--- src/rtl/fir_sample_streamer_if.sv ---
// Sample stream from the streamer to the FIR filter input, carried over a valid/ready handshake.
interface fir_sample_streamer_if #(
  parameter int WIDTH = 16
);
  logic signed [WIDTH-1:0] x_out;
  logic                    x_valid;
  logic                    x_ready;

  modport master (output x_out, x_valid, input x_ready);
  modport slave  (input x_out, x_valid, output x_ready);
endinterface

--- src/rtl/fir_sample_streamer.sv ---
// Replays up to DEPTH host-written samples onto the FIR input (valid/ready) and counts active/stall cycles.
// Define FIR_STREAMER_FLUSH_EN to append HOLD_CYCLES zero beats after the data.
module fir_sample_streamer #(
  parameter int WIDTH  = 16,
  parameter int DEPTH  = 128,
  parameter int ADDR_W = 7
`ifdef FIR_STREAMER_FLUSH_EN
  , parameter int HOLD_CYCLES = 10
`endif
) (
  input  logic                     clk,
  input  logic                     rst,
  input  logic                     wr_en,
  input  logic [ADDR_W-1:0]        wr_addr,
  input  logic signed [WIDTH-1:0]  wr_data,
  input  logic [ADDR_W:0]          num_samples,
  input  logic                     start,
  fir_sample_streamer_if.master    stream,
  output logic                     busy,
  output logic                     done,
  output logic [31:0]              cycle_count,
  output logic [31:0]              stall_count
);
  typedef enum logic [1:0] {IDLE, STREAM, FLUSH, DONE} state_t;

  localparam logic [ADDR_W:0]   DEPTH_N = (ADDR_W+1)'(DEPTH);
  localparam logic [ADDR_W:0]   ONE_N   = 1;
  localparam logic [ADDR_W-1:0] ONE_I   = 1;

  state_t                  state;
  logic [ADDR_W-1:0]       idx;
  logic [ADDR_W:0]         n;
  logic signed [WIDTH-1:0] x_out_q;
  logic                    x_valid_q;
  logic signed [WIDTH-1:0] mem [DEPTH];

`ifdef FIR_STREAMER_FLUSH_EN
  localparam int FW = $clog2(HOLD_CYCLES + 1);
  logic [FW-1:0] flush_cnt;
`endif

  assign stream.x_out   = x_out_q;
  assign stream.x_valid = x_valid_q;

  // Buffer survives reset; host writes only land while idle.
  always_ff @(posedge clk) begin
    if (wr_en && state == IDLE) mem[wr_addr] <= wr_data;
  end

  always_ff @(posedge clk) begin
    if (!rst) begin
      state       <= IDLE;
      idx         <= '0;
      n           <= '0;
      x_out_q     <= '0;
      x_valid_q   <= 1'b0;
      busy        <= 1'b0;
      done        <= 1'b0;
      cycle_count <= '0;
      stall_count <= '0;
`ifdef FIR_STREAMER_FLUSH_EN
      flush_cnt   <= '0;
`endif
    end else begin
      case (state)
        IDLE: begin
          if (start) begin
            n           <= (num_samples > DEPTH_N) ? DEPTH_N : num_samples;
            idx         <= '0;
            cycle_count <= '0;
            stall_count <= '0;
            busy        <= 1'b1;
            if (num_samples == '0) begin
              state <= DONE;
              done  <= 1'b1;
            end else begin
              state     <= STREAM;
              x_valid_q <= 1'b1;
              // Same-cycle write to entry 0 must be seen by the first beat.
              x_out_q   <= (wr_en && wr_addr == '0) ? wr_data : mem[0];
            end
          end
        end
        STREAM: begin
          cycle_count <= cycle_count + 32'd1;
          if (!stream.x_ready) begin
            stall_count <= stall_count + 32'd1;
          end else if (({1'b0, idx} + ONE_N) < n) begin
            idx     <= idx + ONE_I;
            x_out_q <= mem[idx + ONE_I];
          end else begin
            x_out_q <= '0;
`ifdef FIR_STREAMER_FLUSH_EN
            state     <= FLUSH;
            flush_cnt <= '0;
`else
            state     <= DONE;
            x_valid_q <= 1'b0;
            done      <= 1'b1;
`endif
          end
        end
`ifdef FIR_STREAMER_FLUSH_EN
        FLUSH: begin
          if (stream.x_ready) begin
            if (flush_cnt == FW'(HOLD_CYCLES - 1)) begin
              state     <= DONE;
              x_valid_q <= 1'b0;
              done      <= 1'b1;
            end else begin
              flush_cnt <= flush_cnt + 1'b1;
            end
          end
        end
`endif
        DONE: begin
          state <= IDLE;
          done  <= 1'b0;
          busy  <= 1'b0;
        end
        default: begin
          state     <= IDLE;
          x_valid_q <= 1'b0;
          done      <= 1'b0;
          busy      <= 1'b0;
        end
      endcase
    end
  end
endmodule

--- src/flat_wrapper.sv ---
// flat-port wrapper written by rule: the top's interface ports become plain ports
module fir_sample_streamer_flat 
#(
  parameter int WIDTH  = 16,
  parameter int DEPTH  = 128,
  parameter int ADDR_W = 7

)
  (clk, rst, wr_en, wr_addr, wr_data, num_samples, start, busy, done, cycle_count, stall_count, stream_x_out, stream_x_valid, stream_x_ready);
  fir_sample_streamer_if #(.WIDTH(WIDTH)) stream_i ();
  input  logic clk;
  input  logic rst;
  input  logic wr_en;
  input  logic [ADDR_W-1:0] wr_addr;
  input  logic signed [WIDTH-1:0] wr_data;
  input  logic [ADDR_W:0] num_samples;
  input  logic start;
  output logic busy;
  output logic done;
  output logic [31:0] cycle_count;
  output logic [31:0] stall_count;
  output wire logic [$bits(stream_i.x_out)-1:0] stream_x_out;
  output wire logic [$bits(stream_i.x_valid)-1:0] stream_x_valid;
  input wire logic [$bits(stream_i.x_ready)-1:0] stream_x_ready;
  assign stream_x_out = stream_i.x_out;
  assign stream_x_valid = stream_i.x_valid;
  assign stream_i.x_ready = stream_x_ready;
  fir_sample_streamer #(.WIDTH(WIDTH), .DEPTH(DEPTH), .ADDR_W(ADDR_W)) u_core (.clk(clk), .rst(rst), .wr_en(wr_en), .wr_addr(wr_addr), .wr_data(wr_data), .num_samples(num_samples), .start(start), .stream(stream_i), .busy(busy), .done(done), .cycle_count(cycle_count), .stall_count(stall_count));
endmodule
--- config.mk ---
export PLATFORM = sky130hd
export DESIGN_NAME = fir_sample_streamer_flat
export DESIGN_NICKNAME = d
export VERILOG_FILES = /design/src/rtl/fir_sample_streamer_if.sv /design/src/rtl/fir_sample_streamer.sv /design/src/flat_wrapper.sv
export SDC_FILE = /design/constraint.sdc
export NUM_CORES = 2
export LEC_CHECK = 0
export BUFFER_PORTS_ARGS = -buffer_cell sky130_fd_sc_hd__buf_2
export CORE_ASPECT_RATIO = 0.7
export CORE_MARGIN = 2
export CORE_UTILIZATION = 50
export DETAILED_ROUTE_END_ITERATION = 16
export GPL_TIMING_DRIVEN = 0
export PLACE_DENSITY = 0.66
export SETUP_SLACK_MARGIN = 0.4
export SYNTH_ARGS = -nofsm -noshare
export SYNTH_HDL_FRONTEND = slang
export SYNTH_SLANG_ARGS = --single-unit
--- constraint.sdc ---
create_clock -name clk -period 9.55 [get_ports clk]
set_clock_uncertainty 0.1 [all_clocks]
set_input_delay 0.955 -clock clk [delete_from_list [all_inputs] [get_ports clk]]
set_output_delay 0.955 -clock clk [all_outputs]
set_load 0.05 [all_outputs]
# == Word-level counts from Yosys, hierarchy flattened ==
# Memory sizes are Yosys's and may differ from the RTL's.
# Cells that the tools add are included.
# op_classes
bitwise_logic,2
add_sub_neg,4
order_cmp,2
reduce_logical,15
muxes,34
n_eq_ne,9
# ops
op,n
$pmux W32 S2,2
$mux W16,5
$add A32 B1 Y32 const B,2
$mux W32,2
$pmux W16 S2,1
$mux W7,3
$pmux W7 S2,1
$ne A2 B2 Y1 const B,6
$reduce_and A4 Y1,3
$mux W1,11
$add A7 B1 Y8 const B,1
$gt A8 B8 Y1 const B,1
$logic_not A8 Y1,1
$lt A8 B8 Y1,1
$mux W2,4
$mux W8,1
$add A7 B1 Y7 const B,1
$logic_not A7 Y1,1
$reduce_and A2 Y1,3
$reduce_and A3 Y1,2
$reduce_and A5 Y1,1
$pmux W1 S2,2
$pmux W2 S2,1
$pmux W1 S3,1
other kinds (7),9
# word_totals
input_bits,36
memories,1
register_bits,100
ramBits,2048
elab_cells,76
# mem_list
memory,words,width,rd,rd_clocked_by_memory_dff,write_ports,line,rtl
u_core.mem,128,16,2,0,1,fir_sample_streamer.sv:35,logic signed [WIDTH-1:0] mem [DEPTH];

# == Depth between registers and ports, before layout ==
# depth
ltp_word,6
mapped_depth,14

# == Least setup slack after synthesis ==
# OpenSTA, ideal clock, no wires.
# synth_timing
path_kind,reg2reg
from,register u_core.idx[1]
to,"register u_core.x_out_q[11], in the netlist u_core.stream.x_out[11]"
synth_period_minus_slack_ps,3252
stages_incl_launch_ff,14
setup_slack_ps,6298
arrival_ps,3060
path_cell_list,dfxtp_1 -> ha_1 -> xnor2_4 -> clkinv_2 -> buf_4 -> buf_4 -> buf_2 -> ha_1 -> o21ai_0 -> a21oi_1 -> o311ai_2 -> nand3_1 -> or3_1 -> o32ai_1
# synth_between
elab_chain_len,5
word_cells_on_any_way,7
cone_classes,add/sub: 2; order compare: 1; mux: 3; memory: 1
# synth_rtl
item,line,rtl
"start, declared",fir_sample_streamer.sv:31,logic [ADDR_W-1:0] idx;
"start signal, assigned",fir_sample_streamer.sv:89,idx <= idx + ONE_I;
$add A7 B1 Y7 / $add A7 B1 Y8 (equally long branches),"fir_sample_streamer.sv:90, fir_sample_streamer.sv:88",
$mem_v2 Z128 W16 / $lt A8 B8 Y1 (equally long branches),n/a,
$mux W16 *,fir_sample_streamer.sv:88,"end else if (({1'b0, idx} + ONE_N) < n) begin"
$mux W16 *,fir_sample_streamer.sv:86,if (!stream.x_ready) begin
$pmux W16 S2 *,fir_sample_streamer.sv:65,case (state)
"end signal, assigned",fir_sample_streamer.sv:80,x_out_q <= (wr_en && wr_addr == '0) ? wr_data : mem[0];
"end signal, assigned",fir_sample_streamer.sv:90,x_out_q <= mem[idx + ONE_I];
"end, declared",fir_sample_streamer.sv:33,logic signed [WIDTH-1:0] x_out_q;
# Every way passes the cells marked *; elsewhere a longest branch is shown, timed or not. The select of a mux whose other input is x is not followed.
# A chain may end at the register's enable or synchronous reset.

# == Final worst setup path ==
# layout_timing
from,register u_core.idx[1]
to,"register u_core.x_out_q[4], in the netlist u_core.stream.x_out[4]"
# Same word-level chain as after synthesis.

==> metrics.txt <==
Sink Count 2148; Final Hold Fails 0; DR iter-0 viols 10100; Initial Utilization 50.4%; Yosys reg bits 2148; Worst Hold Class in -> reg; register area share after synthesis 75.6%; critical path, cell by cell ha_1, buf_4, buf_4, clkbuf_1, mux4_2, mux2i_1, o22ai_1, nor4_1, nor3_1, o2bb2ai_1; synthesized area per cell 19.4 um2; number of port buffers 117; clock latency on the worst-skew pair 0.88 ns; die area 171000 um2; Netlist cell types 67; clock-pin slew of the registers on the worst-case setup and hold paths 0.06 ns; Worst Setup SP u_core.idx[1]; Cells after Synth 4329; critical path endpoint category flip-flop; Ports 119; Critical R2R Launch u_core.idx[1]; GRT Total Usage 35.5%; final WL 306000 um; Placer Congestion 1.06; hpwl dp 205000 um; Final ANT Viol Nets 0; die extent in x 494 um; initial antenna violation count 24; setup TNS 0 ns; RSZ-0062 raised after global routing false; Max Slew Vio Count 132; most frequent cells in the layout 2048 x edfxtp_1, 457 x mux4_2, 357 x nand2_1; post-synth top area cell edfxtp_1; Routed wire per std cell 42.7 um; power consumption 0.0188 W; number of gates resized after CTS 0; via count 49700; Post-Syn Nets 4375; CTS Buffer Depth 3; Pre-antenna DRT Iters 8; Worst Max-Slew Pin Slew 1.64 ns; RR Endpoint u_core.stream.x_out[4]; synth-to-layout area growth 15.0%; Syn. warnings 0; NumNets Final 4809; global-route wire length before repair 402000 um; grt ovf 0; layout cells sized above 1 26.2%; cts hold-fix bufs 0; cts bufs inserted 195; most common cell after layout, fill and taps aside edfxtp_1; worst reg-to-reg path cell count 10; Setup crit start kind flip-flop; slowest stage delay, CP 1.18 ns; Worst Path Required 10.18 ns; worst-case vdd ir drop 0.165 mV; buffer count from post-CTS setup fixing 0; status complete, but fails checks; DRC 0; crit path kind reg -> reg; Critical Path AT 6.32 ns; synthesized cell area 84000 um2; failing checks max-capacitance violations, max-slew violations; # fillers 12200; final worst path period share 59.5%; ys flop type edfxtp_1; end of the critical path u_core.stream.x_out[4]; Async SR Flop Fraction 0%; reg2reg setup slack 3.86 ns; FMAX 176 MHz; Leak 29.8 nW; crit path max fanout 11; Post-synth EDFFs 2048; H-Tree Level Count 4; Power Dens Cells 194 nW/um2; vias per cell 6.94; Max Cap Violations 13; CP most frequent cell buf_4; CTS tree built; Slowest-stage cell, CP clkbuf_1; std cell rows 125; vias in the first global route 45300; minimum clock period 5.69 ns; top-area cell type share of the netlist area 73.3%; root buf cell clkbuf_16; Slew headroom -9.01%; largest net degree at the start of global routing 107; synth top area cells edfxtp_1 73%, mux4_2 12%, mux2i_1 2.5%; Final setup viols 0; Die Y-Extent 347 um; core box area 166000 um2
==> how the worst min path moves through the flow <==
stage                              start          end  cells after the start
after floorplan              u_core.n[7]  u_core.n[7]                      2
after global placement       u_core.done  u_core.done                      2
after detailed placement     u_core.done  u_core.done                      2
after CTS                 num_samples[2]  u_core.n[2]                      3
after global routing      num_samples[5]  u_core.n[5]                      3
final                     num_samples[5]  u_core.n[5]                      3
==> stage by stage <==
stage	cells	setup WS [ns]	area, um2	hold slack (ns)	util [%]
after floorplan	4329	6.30	84000	0.336	-
after global placement	6668	4.17	87300	0.338	52.5
after detailed placement	6787	4.23	90400	0.334	54.3
after CTS	7143	4.21	96500	0.197	58.0
after global routing	7147	4.04	96500	0.240	58.0
final	7157	3.86	96500	0.241	58.0
==> cell type report <==
cell class,count,area [um2],share of cell area (%)
sequential,2148,63500,65.8
antenna,13,32.5,0.0337
buffer,233,1380,1.43
timing repair buffer,237,3190,3.31
multi-input combinational,1925,19500,20.2
inverter,23,90.1,0.0933
clock buffer,234,5160,5.35
clock inverter,122,947,0.981
tap,2222,2780,2.88
==> worst max-delay path: cells and delay by family (launching register included) <==
| family | cells | cell delay [ns] |
|---|---|---|
| compound gates | 2 | 0.65 |
| flops | 1 | 0.37 |
| fa+ha+maj | 1 | 0.36 |
| mux | 2 | 0.87 |
| buf+inv | 3 | 1.72 |
| simple gates | 2 | 1.43 |
==> cell usage after synthesis (18+ instances only) <==
library cell / number
a21oi_1: 96
a22oi_1: 46
a31oi_1: 30
a32oi_1: 35
and3_1: 21
buf_1: 19
buf_2: 68
buf_4: 60
buf_6: 23
clkbuf_1: 63
dfxtp_1: 100
edfxtp_1: 2048
inv_1: 19
mux2i_1: 213
mux4_2: 457
nand2_1: 357
nand3_1: 148
nand4_1: 26
nor2_1: 212
nor3_1: 39
nor4_1: 30
o21ai_0: 18
o22ai_1: 29
or3_1: 19
xor2_1: 27
==> report_power, final <==
group | total (W) | switching, W | internal (W)
Combinational | 0.000688 | 0.000508 | 0.000179
Clock | 0.00772 | 0.00357 | 0.00415
Sequential | 0.0103 | 0.0000140 | 0.0103
Total | 0.0188 | 0.00409 | 0.0147
==> per-layer routing <==
metal	routed length [um]	vias to the layer above	GRT usage, %
li1	-	18500	-
met1	110000	25700	48.8
met2	120000	4704	45.3
met3	59800	733	20.5
met4	15500	17	15.4
met5	519	-	1.68
==> state kept, by name, summed over array words and instances, names as in the netlist <==
signal,cells
u_core.cycle_count,32
u_core.busy,1
u_core.done,1
u_core.n,8
u_core.stream.x_valid,1
u_core.mem,2048
u_core.stall_count,32
u_core.idx,7
u_core.state,2
u_core.stream.x_out,16
==> cell families after synthesis <==
kind of cell	after synthesis	synth area share, %
XOR/XNOR	39	0.429
flip-flops	2148	75.6
AND/OR/NAND/NOR	903	4.84
buffers and inverters	256	1.72
multiplexers	675	14.9
adder cells (fa/ha/maj)	10	0.149
AO/OA/AOI/OAI	298	2.35
No activity file was read; power rests on OpenSTA's default activity.
